**src/rtl/wb_region_router.sv**
```systemverilog
// Wishbone pipelined router: decodes the core address into one of NUM_REGIONS
// windows (or an internal error target) and steers requests/responses.

module wb_region_dec (
  input  logic [31:0] adr_i,
  input  logic [31:0] base_i,
  input  logic [31:0] size_i,
  output logic        hit_o,
  output logic [31:0] off_o
);
  logic [32:0] end_excl;

  // 33-bit end keeps a window touching 2^32 from wrapping around to zero
  assign end_excl = {1'b0, base_i} + {1'b0, size_i};
  assign hit_o    = (size_i != '0) && (adr_i >= base_i) && ({1'b0, adr_i} < end_excl);
  assign off_o    = adr_i - base_i;
endmodule

module wb_region_router #(
  parameter int          NUM_REGIONS = 4,
  parameter int          MAX_OUTST   = 4,
  parameter logic [31:0] ERR_DATA    = 32'hDEADBEEF
) (
  input  logic                      clk,
  input  logic                      rst_n,
  input  logic                      core_wb_cyc_i,
  input  logic                      core_wb_stb_i,
  input  logic                      core_wb_we_i,
  input  logic [31:0]               core_wb_adr_i,
  input  logic [31:0]               core_wb_dat_i,
  input  logic [3:0]                core_wb_sel_i,
  output logic                      core_wb_stall_o,
  output logic                      core_wb_ack_o,
  output logic                      core_wb_err_o,
  output logic [31:0]               core_wb_dat_o,
  input  logic [32*NUM_REGIONS-1:0] region_base_i,
  input  logic [32*NUM_REGIONS-1:0] region_size_i,
  output logic [NUM_REGIONS-1:0]    rg_wb_cyc_o,
  output logic [NUM_REGIONS-1:0]    rg_wb_stb_o,
  output logic [NUM_REGIONS-1:0]    rg_wb_we_o,
  output logic [32*NUM_REGIONS-1:0] rg_wb_adr_o,
  output logic [32*NUM_REGIONS-1:0] rg_wb_dat_o,
  output logic [4*NUM_REGIONS-1:0]  rg_wb_sel_o,
  input  logic [NUM_REGIONS-1:0]    rg_wb_stall_i,
  input  logic [NUM_REGIONS-1:0]    rg_wb_ack_i,
  input  logic [NUM_REGIONS-1:0]    rg_wb_err_i,
  input  logic [32*NUM_REGIONS-1:0] rg_wb_dat_i,
  output logic [3:0]                outst_o,
  output logic                      unmapped_o
);
  localparam int             TW  = $clog2(NUM_REGIONS + 1);
  localparam logic [TW-1:0]  ERR = TW'(NUM_REGIONS);

  logic [NUM_REGIONS-1:0]         hit;
  logic [NUM_REGIONS-1:0][31:0]   off;

  for (genvar g = 0; g < NUM_REGIONS; g++) begin : g_dec
    wb_region_dec u_dec (
      .adr_i  (core_wb_adr_i),
      .base_i (region_base_i[32*g +: 32]),
      .size_i (region_size_i[32*g +: 32]),
      .hit_o  (hit[g]),
      .off_o  (off[g])
    );
  end

  logic [TW-1:0] target;

  // descending scan so the lowest matching region wins
  always_comb begin
    target = ERR;
    for (int k = NUM_REGIONS - 1; k >= 0; k--)
      if (hit[k]) target = TW'(k);
  end

  logic [3:0]    outst_q, outst_d;
  logic [TW-1:0] cur_tgt_q, cur_tgt_d;
  logic          err_pend_q, err_pend_d;

  logic        tgt_stall, sel_ack, sel_err;
  logic [31:0] sel_dat;

  always_comb begin
    tgt_stall = 1'b0;
    sel_ack   = 1'b0;
    sel_err   = 1'b0;
    sel_dat   = '0;
    for (int k = 0; k < NUM_REGIONS; k++) begin
      if (target == TW'(k)) tgt_stall = rg_wb_stall_i[k];
      if (cur_tgt_q == TW'(k)) begin
        sel_ack = rg_wb_ack_i[k];
        sel_err = rg_wb_err_i[k];
        sel_dat = rg_wb_dat_i[32*k +: 32];
      end
    end
  end

  logic req, busy, blk, stall, accept, live, rsp_rg, rsp_int, rsp, abort;

  assign req     = core_wb_cyc_i & core_wb_stb_i;
  assign busy    = (outst_q != '0);
  assign blk     = (outst_q == 4'(MAX_OUTST)) | (busy & (target != cur_tgt_q));
  assign stall   = req & (blk | tgt_stall);
  assign accept  = req & ~stall;
  // a master that has dropped cyc no longer owns any response
  assign live    = core_wb_cyc_i & busy;
  assign rsp_rg  = live & (sel_ack | sel_err);
  assign rsp_int = live & err_pend_q;
  assign rsp     = rsp_rg | rsp_int;
  assign abort   = ~core_wb_cyc_i & busy;

  always_comb begin
    outst_d    = outst_q;
    cur_tgt_d  = cur_tgt_q;
    err_pend_d = 1'b0;
    if (abort) begin
      outst_d   = '0;
      cur_tgt_d = '0;
    end else begin
      if (accept && !rsp)      outst_d = outst_q + 4'd1;
      else if (!accept && rsp) outst_d = outst_q - 4'd1;
      if (accept) cur_tgt_d = target;
      err_pend_d = accept & (target == ERR);
    end
  end

  always_ff @(posedge clk or negedge rst_n) begin
    if (!rst_n) begin
      outst_q    <= '0;
      cur_tgt_q  <= '0;
      err_pend_q <= 1'b0;
    end else begin
      outst_q    <= outst_d;
      cur_tgt_q  <= cur_tgt_d;
      err_pend_q <= err_pend_d;
    end
  end

  // everything is gated by rst_n so outputs clear the instant reset asserts
  always_comb begin
    core_wb_stall_o = rst_n & stall;
    core_wb_ack_o   = rst_n & rsp_rg & ~sel_err;
    core_wb_err_o   = rst_n & (rsp_int | (rsp_rg & sel_err));
    core_wb_dat_o   = '0;
    if (rst_n && rsp_int)     core_wb_dat_o = ERR_DATA;
    else if (rst_n && rsp_rg) core_wb_dat_o = sel_dat;
    unmapped_o      = rst_n & accept & (target == ERR);
    outst_o         = outst_q;

    rg_wb_cyc_o = '0;
    rg_wb_stb_o = '0;
    rg_wb_we_o  = '0;
    rg_wb_adr_o = '0;
    rg_wb_dat_o = '0;
    rg_wb_sel_o = '0;
    if (rst_n) begin
      for (int k = 0; k < NUM_REGIONS; k++) begin
        rg_wb_cyc_o[k] = core_wb_cyc_i & ((target == TW'(k)) | (busy & (cur_tgt_q == TW'(k))));
        if (target == TW'(k)) begin
          rg_wb_stb_o[k]            = core_wb_stb_i & ~blk;
          rg_wb_we_o[k]             = core_wb_we_i;
          rg_wb_adr_o[32*k +: 32]   = off[k];
          rg_wb_dat_o[32*k +: 32]   = core_wb_dat_i;
          rg_wb_sel_o[4*k +: 4]     = core_wb_sel_i;
        end
      end
    end
  end
endmodule

```
**config.mk**
```make
export PLATFORM = sky130hd
export DESIGN_NAME = wb_region_router
export DESIGN_NICKNAME = d
export VERILOG_FILES = /design/src/rtl/wb_region_router.sv
export SDC_FILE = /design/constraint.sdc
export NUM_CORES = 1
export LEC_CHECK = 0
export CAP_MARGIN = 15
export CORE_AREA = 2 2 312 314
export CTS_CLUSTER_SIZE = 20
export DETAILED_ROUTE_END_ITERATION = 16
export DIE_AREA = 0 0 314 316
export GPL_ROUTABILITY_DRIVEN = 0
export PLACE_DENSITY_LB_ADDON = 0.3
export SLEW_MARGIN = 20
export SYNTH_ARGS = -nofsm -noshare
export SYNTH_HDL_FRONTEND = slang
export SYNTH_SLANG_ARGS = --single-unit
```
**constraint.sdc**
```tcl
create_clock -name clk -period 11.42 [get_ports clk]
set_input_delay 2.284 -clock clk [delete_from_list [all_inputs] [get_ports clk]]
set_output_delay 2.284 -clock clk [all_outputs]
set_load 0.02 [all_outputs]
```
==> impl_metrics.csv <==
group,metric,value,unit
drt,antenna_left,0,
clock_network,ctsHtreeMaxLevel,1,
critical_path,cp.arrival,8.86,ns
placed_design,placed_area,0.0299,sq mm
synth,ys_warn_count,0,
sta,setup_violations,0,
clock_network,postCtsHoldBufs,0,
critical_path,max_stage_delay,0.56,ns
synth,syn_area,0.0187,sq mm
placed_design,dpl_worst_slack,-1.11,ns
drt,drtIter0Drc,1109,
worst_hold_path,hold_end,"cur_tgt_q[1]$_DFFE_PN0P_",
synth,ys_seq_area_frac,0.0107,
critical_path,r2r-start,"cur_tgt_q[0]$_DFFE_PN0P_",
sta,slew_viol_final,0,
clock_network,clkTransAtPathRegs,0.04,ns
critical_path,crit_top_cell,"buf_4",
synth,ys_ff_latch,8,
synth,synth_ff_type,"dfrtp_1",
global_routing,grt_pass1_wl,160,mm
synth,yosysTopAreaCell,"ha_1",
sta,period_minus_slack,11.15,ns
synth,synthTopCellsByArea,"ha_1 (26%), a21oi_1 (6.1%), a21o_1 (5.1%)",
synth,synth_top_area_frac,0.255,
power_and_ir_drop,p_leak,16.1,nW
synth,yosysMostFrequentCell,"ha_1",
die,dieArea,0.0992,sq mm
sta,max_freq,89.7,MHz
global_routing,grt_usage,0.220,
global_routing,grt_pass1_vias,23700,
synth,synthArstFlopShare,1.00,
placed_design,dp.cells,4872,
worst_hold_path,min_from,"cur_tgt_q[1]$_DFFE_PN0P_",
critical_path,critical_path_required,9.14,ns
critical_path,reg2reg_slack,7.59,ns
sta,rsz0062_at_grt,"yes",
die,core_area,0.0960,sq mm
drt,num_vias,24100,
die,die_x,314,um
global_routing,antenna_found_initial,73,
power_and_ir_drop,vdd_drop_max,0.0674,mV
power_and_ir_drop,finalPower,2.25,mW
die,ios,793,
die,die_h,316,um
cells_and_area,drive_above_1_share,0.116,
critical_path,regToRegEndpoint,"outst_o[2]$_DFFE_PN0P_",
critical_path,path_max_fanout,4,
cells_and_area,final_area,0.0309,sq mm
synth,syn-num-nets,3508,
worst_hold_path,worst_hold_path.num_cells,1,
cells_and_area,stdcell_count,4921,
drt,wl_per_cell,23.5,um
drt,route.detailed.drc,0,
clock_network,root_buffer,"clkbuf_16",
clock_network,clockBufferDepth,2,
placed_design,port_buffers,792,
placed_design,place_hpwl,103,mm
critical_path,critPathSlowestCell,"or4_4",
synth,syn_inst,2650,
synth,synth_common_cells,"ha_1 (381), nor2_1 (231), a21oi_1 (228)",
sta,setup_ws,0.273,ns
worst_hold_path,hold_class,"flop to flop",
critical_path,cp-end-kind,"output pin",
die,rows,114,
clock_network,tritoncts,"done",
cells_and_area,fin_nets,4478,
sta,period_share,0.976,
clock_network,cts_sinks,8,
sta,max_slew_margin,0.253,
die,start_util,0.194,
status,status,"complete, no violations",
critical_path,worst-r2r-cell-count,10,
sta,tightest_slew,1.12,ns
cells_and_area,area_delta_synth_final,65.4,%
critical_path,path_class,"primary input to output pin",
synth,synth_edf_count,0,
synth,synth_cell_types,81,
power_and_ir_drop,powerDensity,73.0,mW/mm^2
drt,vias_per_cell,4.90,
sta,hold_viol,0,
drt,dr.pass1.iters,5,
critical_path,cp-start-kind,"primary input",
sta,worst_clock_skew,0.000427,ns
sta,holdWs,0.559,ns
clock_network,clk-insertion-delay-late,0.23,ns
synth,syn-mean-instance-area,7.04,sq um
global_routing,grt_max_degree,71,
clock_network,numCtsBuffers,3,
drt,wirelength,116,mm
global_routing,overflow,0,
run,timing.max_cap.violations,0,
==> cell type report <==
type	instances	area [sq um]
fill	10300	65100
multi-input combinational	2373	17800
timing repair buffer	1036	10400
tap	1276	1600
inverter	198	743
sequential	8	203
clock buffer	3	75.1
antenna	27	67.6
==> worst max path at each step <==
stage                     slack, ns         startpoint               end
after floorplan                0.38  region_base_i[65]        unmapped_o
after global placement        -1.10  region_base_i[65]    rg_wb_stb_o[3]
after detailed placement      -1.11  region_base_i[65]        unmapped_o
after CTS                     0.003  region_base_i[64]  rg_wb_adr_o[127]
after global routing          -0.06  region_size_i[65]        unmapped_o
final                          0.27  region_base_i[70]        unmapped_o
==> critical path: cells and delay by family <==
| kind | cells | cell delay (ns) |
|---|---|---|
| buf+inv | 7 | 1.22 |
| compound gates | 15 | 3.11 |
| simple gates | 7 | 1.55 |
| fa+ha+maj | 2 | 0.65 |
==> cells by family (layout without fill, tap and decap cells) <==
group                    after synthesis  count (layout)  share of synthesized area
other                                  0              27                          0
buffers and inverters                269            1237                     0.0543
AO/OA/AOI/OAI                        824             824                      0.291
multiplexers                          23              23                     0.0245
AND/OR/NAND/NOR                      933             933                      0.259
XOR/XNOR                             204             204                     0.0957
flip-flops                             8               8                     0.0107
adder cells (fa/ha/maj)              389             389                      0.264
==> report_power, final <==
part           internal [mW]  switching [mW]  leakage, nW  total [mW]
logic                  0.993            1.15         15.9        2.14
clock network         0.0453          0.0150       0.0371      0.0602
registers             0.0360          0.0182        0.105      0.0542
==> per-layer routing <==
layer / vias up / share of wire / GRT usage
met5: - / 0.0036 / 0
met4: 64 / 0.030 / 0.0611
met3: 189 / 0.071 / 0.0596
met2: 704 / 0.53 / 0.429
met1: 11300 / 0.36 / 0.228
li1: 11900 / - / -
==> state kept, by name (all words and copies together), names as in the netlist <==
register    flops
err_pend_q      1
outst_o         4
cur_tgt_q       3
==> metrics by stage <==
stage,utilization,TNS [ns]
5_1_grt,0.321,-0.218
6_report,0.322,0
4_1_cts,0.313,0
2_1_floorplan,-,0
3_5_place_dp,0.311,-71.39
3_3_place_gp,0.311,-67.93
==> cell usage in the layout (no fill, tap or decap), types with 127 or more instances in the layout <==
cell and count:
nand2_1 135, ha_1 374, nor2_1 228, and3_1 134, a21o_1 127, buf_4 263
a21oi_1 223, inv_1 196, o21ai_0 134, clkdlybuf4s50_1 594
==> what timing repair did <==
item,in CTS,in global routing
setup endpoints to repair,145,191
buffers inserted,8,11
resized for setup,50,217
pin swaps,8,40
Note: power is estimated with default switching activity, not from simulation.
